`src/rtl/lu_pkg.sv`:
```
// lu_pkg: opcode constants and FSM state type shared by the serial logic-unit arbiter.
package lu_pkg;
    localparam logic [1:0] OP_AND  = 2'b00;
    localparam logic [1:0] OP_NAND = 2'b01;
    localparam logic [1:0] OP_OR   = 2'b10;
    localparam logic [1:0] OP_NOR  = 2'b11;
    typedef enum logic [1:0] {IDLE, RUN, DONE} state_t;
endpackage

```
`src/rtl/lu_bit.sv`:
```
// lu_bit: 1-bit logic unit; ctrl2 picks OR over AND, ctrl1 inverts the output.
module lu_bit (
    input  logic a,
    input  logic b,
    input  logic ctrl1,
    input  logic ctrl2,
    output logic y
);
    assign y = (ctrl2 ? (a | b) : (a & b)) ^ ctrl1;
endmodule

```
`src/rtl/lu_serial_arbiter.sv`:
```
// lu_serial_arbiter: round-robin arbiter for two requesters feeding a bit-serial logic unit.
module lu_serial_arbiter
    import lu_pkg::*;
#(
    parameter int WIDTH = 8
) (
    input  logic             clk,
    input  logic             rst_n,
    input  logic             req0,
    input  logic [1:0]       op0,
    input  logic [WIDTH-1:0] a0,
    input  logic [WIDTH-1:0] b0,
    output logic             gnt0,
    input  logic             req1,
    input  logic [1:0]       op1,
    input  logic [WIDTH-1:0] a1,
    input  logic [WIDTH-1:0] b1,
    output logic             gnt1,
    output logic             busy,
    output logic             done,
    output logic             done_id,
    output logic [WIDTH-1:0] result
);
    localparam int CW = $clog2(WIDTH + 1);
    state_t           state;
    logic [CW-1:0]    cnt;
    logic [1:0]       op_r;
    logic [WIDTH-1:0] a_r, b_r, sh, sh_nxt;
    logic             last, win, y;
    assign win = (req0 && req1) ? ~last : req1;
    lu_bit u_bit (.a(a_r[0]), .b(b_r[0]), .ctrl1(op_r[0]), .ctrl2(op_r[1]), .y(y));
    // operands shift right while results enter at the MSB, so bit i lands at position i after WIDTH steps
    assign sh_nxt = (sh >> 1) | (WIDTH'(y) << (WIDTH - 1));
    always_ff @(posedge clk or negedge rst_n) begin
        if (!rst_n) begin
            state   <= IDLE;
            cnt     <= '0;
            op_r    <= '0;
            a_r     <= '0;
            b_r     <= '0;
            sh      <= '0;
            last    <= 1'b1;
            gnt0    <= 1'b0;
            gnt1    <= 1'b0;
            busy    <= 1'b0;
            done    <= 1'b0;
            done_id <= 1'b0;
            result  <= '0;
        end else begin
            case (state)
                IDLE: if (req0 || req1) begin
                    state <= RUN;
                    busy  <= 1'b1;
                    cnt   <= '0;
                    last  <= win;
                    gnt0  <= ~win;
                    gnt1  <= win;
                    op_r  <= win ? op1 : op0;
                    a_r   <= win ? a1 : a0;
                    b_r   <= win ? b1 : b0;
                end
                RUN: begin
                    gnt0 <= 1'b0;
                    gnt1 <= 1'b0;
                    a_r  <= a_r >> 1;
                    b_r  <= b_r >> 1;
                    sh   <= sh_nxt;
                    cnt  <= cnt + CW'(1);
                    if (cnt == CW'(WIDTH - 1)) begin
                        state   <= DONE;
                        done    <= 1'b1;
                        done_id <= last;
                        result  <= sh_nxt;
                    end
                end
                DONE: begin
                    state <= IDLE;
                    done  <= 1'b0;
                    busy  <= 1'b0;
                end
                default: state <= IDLE;
            endcase
        end
    end
endmodule

```
`config.mk`:
```
export PLATFORM = sky130hd
export DESIGN_NAME = lu_serial_arbiter
export DESIGN_NICKNAME = d
export VERILOG_FILES = /design/src/rtl/lu_pkg.sv /design/src/rtl/lu_bit.sv /design/src/rtl/lu_serial_arbiter.sv
export SDC_FILE = /design/constraint.sdc
export NUM_CORES = 1
export LEC_CHECK = 0
export CAP_MARGIN = 20
export CORE_UTILIZATION = 35
export DETAILED_ROUTE_END_ITERATION = 7
export PLACE_DENSITY = 0.58
export SYNTH_ARGS = -nofsm -noshare
export SYNTH_HDL_FRONTEND = slang
export SYNTH_SLANG_ARGS = --single-unit
```
`constraint.sdc`:
```
create_clock -name clk -period 1.72 [get_ports clk]
set_input_delay 0.344 -clock clk [delete_from_list [all_inputs] [get_ports clk]]
set_output_delay 0.344 -clock clk [all_outputs]
set_load 0.1 [all_outputs]
```
==> run_results.csv, run 1 <==
group,metric,value,unit
outcome,status,"completed",
clock_tree,numCtsBuffers,5,
critical_path,critPathKind,"register to register",
synthesis,synth_top_family_by_area,"compound AO/OA/AOI/OAI gates",
timing,finalCritPeriodShare,93.4,%
power_and_ir_drop,swShare,42.5,%
power_and_ir_drop,pwr-share-comb,50.4,%
die,num_rows,27,
global_route,grt_pass1_wl,7450,um
route,ant_nets,0,
synthesis,synth-seq-cells,45,
route,avgRoutedWirePerCell,15.0,um
die,die_h,77.5,um
timing,rsz0062_at_grt,"no",
critical_path,cp-start-kind,"register",
synthesis,syn_nets,199,
synthesis,synthAdderAreaFrac,1.13,%
timing,slew_viol_final,0,
die,core,5510,um^2
place,place_congestion,0.743,
power_and_ir_drop,ir_worst_vdd,0.000920,V
clock_tree,cts_tree,"done",
place,post-place-cells,281,
synthesis,synth-simple-area-share,9.59,%
power_and_ir_drop,p_leak,1.30,nW
finish,fin_cells,291,
route,post_drt_via_cell_ratio,5.23,
synthesis,ys_types,32,
critical_path,crit_fanout,9,
clock_tree,clockBufferDepth,2,
power_and_ir_drop,power.density,1850,nW/um^2
timing,skew,0.00848,ns
place,dp_slack,-0.276,ns
timing,finalHoldViolCount,0,
critical_path,worst_ep_required_time,1.90,ns
synthesis,synth-async-reset-ratio,100,%
clock_tree,cts.sinks,45,
finish,area_delta_synth_final,45.9,%
timing,relSlewSlack,75.6,%
place,numPortBuffers,52,
timing,min_period,1.61,ns
synthesis,synthCells,158,
power_and_ir_drop,p_switching,0.00229,W
finish,n_antenna_cell,0,
clock_tree,clk_latency,0.30,ns
place,dp_hpwl,3200,um
timing,finalSetupViolCount,0,
die,dieWidth,77.5,um
route,vias,1521,
global_route,track_usage,15.8,%
clock_tree,htree_levels,2,
critical_path,cp_data_arrival_time,1.79,ns
synthesis,syn_avg_cell_area,12.6,um^2
global_route,grt_pass1_vias,1591,
route,first_pass_iters,4,
finish,final_cell_mix,"44 x dfrtp_1, 38 x clkdlybuf4s50_1, 22 x nand2_1",
synthesis,synth_xor_area_share,0.878,%
clock_tree,cts_root_buf,"clkbuf_8",
synthesis,yosysWarnings,0,
route,drt_iter0_drc,54,
route,drt-total-wl,4370,um
power_and_ir_drop,pwr-share-seq,34.6,%
power_and_ir_drop,power.internal,0.00311,W
hold_path,hold_class,"input port to async pin",
global_route,grt_max_degree,26,
finish,layout_commonest_cell,"dfrtp_1",
clock_tree,path_clk_slew,0.09,ns
die,dieArea,6010,um^2
finish,nets,259,
synthesis,ys_seq_area_share,56.5,%
timing,setup_slack,0.113,ns
synthesis,muxShareOfSynthArea,6.65,%
die,io_pins,53,
global_route,gr-total-overflow,0,
run,cap_violations,0,
die,start_util,36.2,%
timing,timing.fmax,622,MHz
finish,layout-drive-gt1-share,18.7,%
power_and_ir_drop,p_clk_share,15.0,%
synthesis,synth-main-ff-cell,"dfrtp_1",
synthesis,synth_compound_area_share,20.5,%
synthesis,synth-edff-count,0,
critical_path,critPathCaptureType,"register",
timing,worst_pin_slew,0.366,ns
route,drcViolationCount,0,
global_route,antenna_found_initial,0,
synthesis,syn-cell-area,2000,um^2
==> worst max-delay path, cell delays in order, from the launching register on <==
cell and delay, ns:
dfrtp_1 0.47, nand2b_1 0.24, nor3_4 0.23, buf_4 0.22
mux2_1 0.34
==> kinds of logic after synthesis <==
kind of cell             Yosys count
AO/OA/AOI/OAI                     43
XOR/XNOR                           2
adder cells (fa/ha/maj)            2
buffers and inverters             14
flip-flops                        45
multiplexers                      12
AND/OR/NAND/NOR                   40
==> per-layer routing <==
layer	up-vias	global-route usage, %	wire length (um)
met2	50	25.9	2100
met4	0	5.47	41
li1	714	-	-
met5	-	0	0
met3	6	4.12	263
met1	751	20.1	1960
==> worst paths after layout <==
kind,from,endpoint,slack [ns],depth (start not counted)
setup / recovery,state[1],result[7],0.11,4
hold / removal,rst_n,cnt[2],0.48,2
setup reg to reg,state[1],result[7],0.11,4
hold reg to reg,sh[1],sh[1],0.49,2
max in group asynchronous,rst_n,a_r[6],0.78,3
min in group clk,sh[1],sh[1],0.49,2
==> sequential cells by signal, summed over array words and instances (netlist names) <==
signal and count:
busy 1, cnt 4, a_r 8, op_r 2
sh 7, result 8, b_r 8, gnt0 1
last 1, gnt1 1, state 2, done_id 1
done 1
==> cell type report <==
| type | count | area [um^2] |
|---|---|---|
| clock buffers | 5 | 68.8 |
| clock inverters | 3 | 46.3 |
| fillers | 461 | 2590 |
| inverters | 2 | 7.51 |
| multi-input cells | 99 | 776 |
| flip-flops and latches | 45 | 1130 |
| well taps | 72 | 90.1 |
| repair buffers | 65 | 796 |
==> power groups by stage <==
stage / sequential, W / combinational, W / clock, W
after floorplan: 0.00264 / 0.000958 / 0
after global placement: 0.00187 / 0.00266 / 0
after detailed placement: 0.00189 / 0.00273 / 0
after CTS: 0.00187 / 0.00273 / 0.000830
after global routing: 0.00193 / 0.00289 / 0.000880
final: 0.00187 / 0.00272 / 0.000812
==> synth_stat cells (all sizes together), types with 2 or more instances <==
| master | count | area share [%] |
|---|---|---|
| a221o | 18 | 9.0 |
| mux2 | 10 | 5.6 |
| nor3 | 2 | 1.1 |
| nand2b | 2 | 0.63 |
| a21oi | 2 | 0.50 |
| mux2i | 2 | 1.0 |
| buf | 10 | 4.0 |
| nand2 | 22 | 4.1 |
| a211oi | 2 | 1.6 |
| o21ai | 3 | 0.75 |
| inv | 2 | 0.38 |
| or2 | 3 | 0.94 |
| clkbuf | 2 | 0.38 |
| nor2 | 5 | 0.94 |
| and3 | 4 | 1.3 |
| dfrtp | 44 | 55 |
| a32o | 14 | 7.0 |
| a21o | 2 | 0.75 |
==> timing repair <==
action | in CTS | in global routing
endpoints found under the hold margin | 12 | 0
setup buffers | 0 | 1
gates resized for setup | 0 | 0
hold buffers | 1 | 0
endpoints found under the setup margin | 0 | 17
==> stage by stage <==
step / power (W) / hold slack [ns] / TNS, ns / area (um^2) / util (%)
after floorplan: 0.00360 / 0.0484 / 0 / 2000 / -
after global routing: 0.00570 / 0.499 / 0 / 2910 / 52.9
final: 0.00540 / 0.477 / 0 / 2910 / 52.9
after CTS: 0.00543 / 0.478 / 0 / 2890 / 52.5
after global placement: 0.00453 / 0.272 / -4.36 / 2770 / 50.2
after detailed placement: 0.00461 / 0.282 / -4.63 / 2770 / 50.2
No activity file was read; power rests on OpenSTA's default activity.
==> run 2: changes to the inputs <==
--- a/config.mk
+++ b/config.mk
@@ -6,9 +6,10 @@
 export NUM_CORES = 1
 export LEC_CHECK = 0
 export CAP_MARGIN = 20
-export CORE_UTILIZATION = 35
+export CORE_UTILIZATION = 40
 export DETAILED_ROUTE_END_ITERATION = 7
-export PLACE_DENSITY = 0.58
+export PLACE_DENSITY = 0.65
+export SLEW_MARGIN = 40
 export SYNTH_ARGS = -nofsm -noshare
 export SYNTH_HDL_FRONTEND = slang
 export SYNTH_SLANG_ARGS = --single-unit
==> run 2 against run 1 <==
Clock skew is 0.0056 ns lower. Via count rose by 1.6%. Die area decreased by 12%. Routed wire length shrank 3.2%. Final cell count fell by 2.4%.
==> run_results.csv, run 2 (synthesized netlist as in run 1, its figures left out) <==
group,metric,value,unit
outcome,status,"completed",
power_and_ir_drop,p_leak,1.29,nW
finish,multi_input_area,776,um^2
place,place_congestion,0.745,
timing,relSlewSlack,61.2,%
place,dp_hpwl,3220,um
timing,fin_tns_setup,0,ns
finish,register_area,1130,um^2
timing,finalHoldViolCount,0,
route,first_pass_iters,5,
critical_path,critPathCaptureType,"register",
timing,skew,0.00292,ns
timing,fin_hold_ws,0.0538,ns
critical_path,critPathKind,"register to register",
critical_path,cp_slowest_cell,"dfrtp_1",
route,wl_met3,181,um
place,dpl_cell_area,2770,um^2
critical_path,path_buf_inv,1,
clock_tree,cts_root_buf,"clkbuf_8",
die,dieWidth,72.6,um
global_route,grt_max_degree,26,
critical_path,cp_data_arrival_time,1.73,ns
die,dieArea,5280,um^2
finish,fillCellCount,396,
hold_path,hold_class,"input port to async pin",
route,avgRoutedWirePerCell,14.9,um
clock_tree,cts_tree,"done",
timing,finalCritPeriodShare,90.4,%
timing,slew_viol_final,0,
route,drt-total-wl,4230,um
clock_tree,path_clk_slew,0.08,ns
finish,layout-drive-gt1-share,18.0,%
route,vias,1545,
power_and_ir_drop,power.density,1820,nW/um^2
critical_path,worst_ep_required_time,1.89,ns
route,post_drt_via_cell_ratio,5.44,
route,drcViolationCount,0,
critical_path,cp-start-kind,"register",
clock_tree,htree_levels,2,
finish,nets,257,
clock_tree,cts_resized,0,
finish,final_cell_mix,"44 x dfrtp_1, 38 x clkdlybuf4s50_1, 22 x nand2_1",
critical_path,cpPeakStageDelay,0.47,ns
route,top_layer_used,"met4",
clock_tree,clk_latency,0.28,ns
critical_path,crit_fanout,9,
clock_tree,cts_hold_buf,0,
route,routed-wl-met2,2180,um
finish,final_area,2870,um^2
global_route,track_usage,18.1,%
route,drt_iter0_drc,74,
clock_tree,clockBufferDepth,2,
power_and_ir_drop,ir_worst_vdd,0.000796,V
timing,finalSetupViolCount,0,
place,post-place-cells,275,
critical_path,critical-path-top-delay-family,"simple AND/OR/NAND/NOR gates",
global_route,gr-total-overflow,0,
global_route,grt_pass1_vias,1632,
run,cap_violations,0,
timing,timing.fmax,643,MHz
die,core,4750,um^2
clock_tree,numCtsBuffers,5,
die,io_pins,53,
route,ant_nets,0,
clock_tree,cts_setup_buffers,0,
finish,area_delta_synth_final,43.7,%
die,start_util,42.0,%
global_route,antenna_found_initial,0,
finish,fin_cells,284,
die,num_rows,25,
timing,rsz0062_at_grt,"no",
route,drt-met1-wl,1810,um
clock_tree,cts.sinks,45,
finish,layout_commonest_cell,"dfrtp_1",
timing,min_period,1.56,ns
critical_path,crit_path_cell_trace,"nand2b_1 > nor3_4 > buf_12 > mux2_2",
die,die_h,72.6,um
timing,worst_pin_slew,0.582,ns
global_route,grt_pass1_wl,7380,um
finish,top_regs,"a_r: 8 flops, b_r: 8 flops, result: 8 flops",
power_and_ir_drop,p_total,0.00521,W
place,numPortBuffers,52,
finish,n_antenna_cell,0,
-- run 2: cell types whose count changed in the layout (fill, tap and decap cells not counted) --
cell / previous run / this run
clkinv_2: 0 / 2
clkinvlp_4: 1 / 0
buf_4: 8 / 6
dlygate4sd3_1: 1 / 0
bufinv_16: 1 / 0
clkbuf_1: 0 / 1
buf_12: 17 / 18
clkinv_4: 1 / 0
-- run 2: cell type report --
class                   instances  share of cell area [%]
well taps                      67                    2.92
clock inverters                 2                   0.349
flip-flops and latches         45                    39.3
repair buffers                 63                    27.6
clock buffers                   6                    2.53
multi-input cells              99                    27.1
inverters                       2                   0.262
-- run 2: path summary, 6_finish.rpt --
kind / startpoint / endpoint / slack, ns / cells past startpoint
max reg2reg: state[1] / result[5] / 0.16 / 4
max in group asynchronous: rst_n / b_r[0] / 1.16 / 2
min in group clk: sh[1] / sh[1] / 0.48 / 2
min: rst_n / state[1] / 0.05 / 1
max: state[1] / result[5] / 0.16 / 4
min reg2reg: sh[1] / sh[1] / 0.48 / 2
-- run 2: routing by layer --
metal  global-route usage, %  vias to the layer above
met5                       0                        -
met2                    32.7                       54
li1                        -                      710
met1                    22.1                      774
met3                    3.04                        7
met4                    5.45                        0
-- run 2: metrics by stage --
step / utilization, % / worst slack (ns)
CTS: 59.9 / 0.0177
global route: 60.3 / 0.0751
floorplan: - / 0.228
detailed placement: 58.2 / -0.286
finish: 60.3 / 0.165
global placement: 58.2 / -0.212
-- run 2: power breakdown --
| part | internal [W] | switching, W | total (W) |
|---|---|---|---|
| Combinational | 0.00119 | 0.00154 | 0.00274 |
| Sequential | 0.00149 | 0.000365 | 0.00186 |
| Clock | 0.000282 | 0.000332 | 0.000614 |
-- run 2: worst register-to-register path: stages, from the launching register on --
cell and delay, ns:
dfrtp_1 0.47, nand2b_1 0.23, nor3_4 0.26, buf_12 0.16, mux2_2 0.33
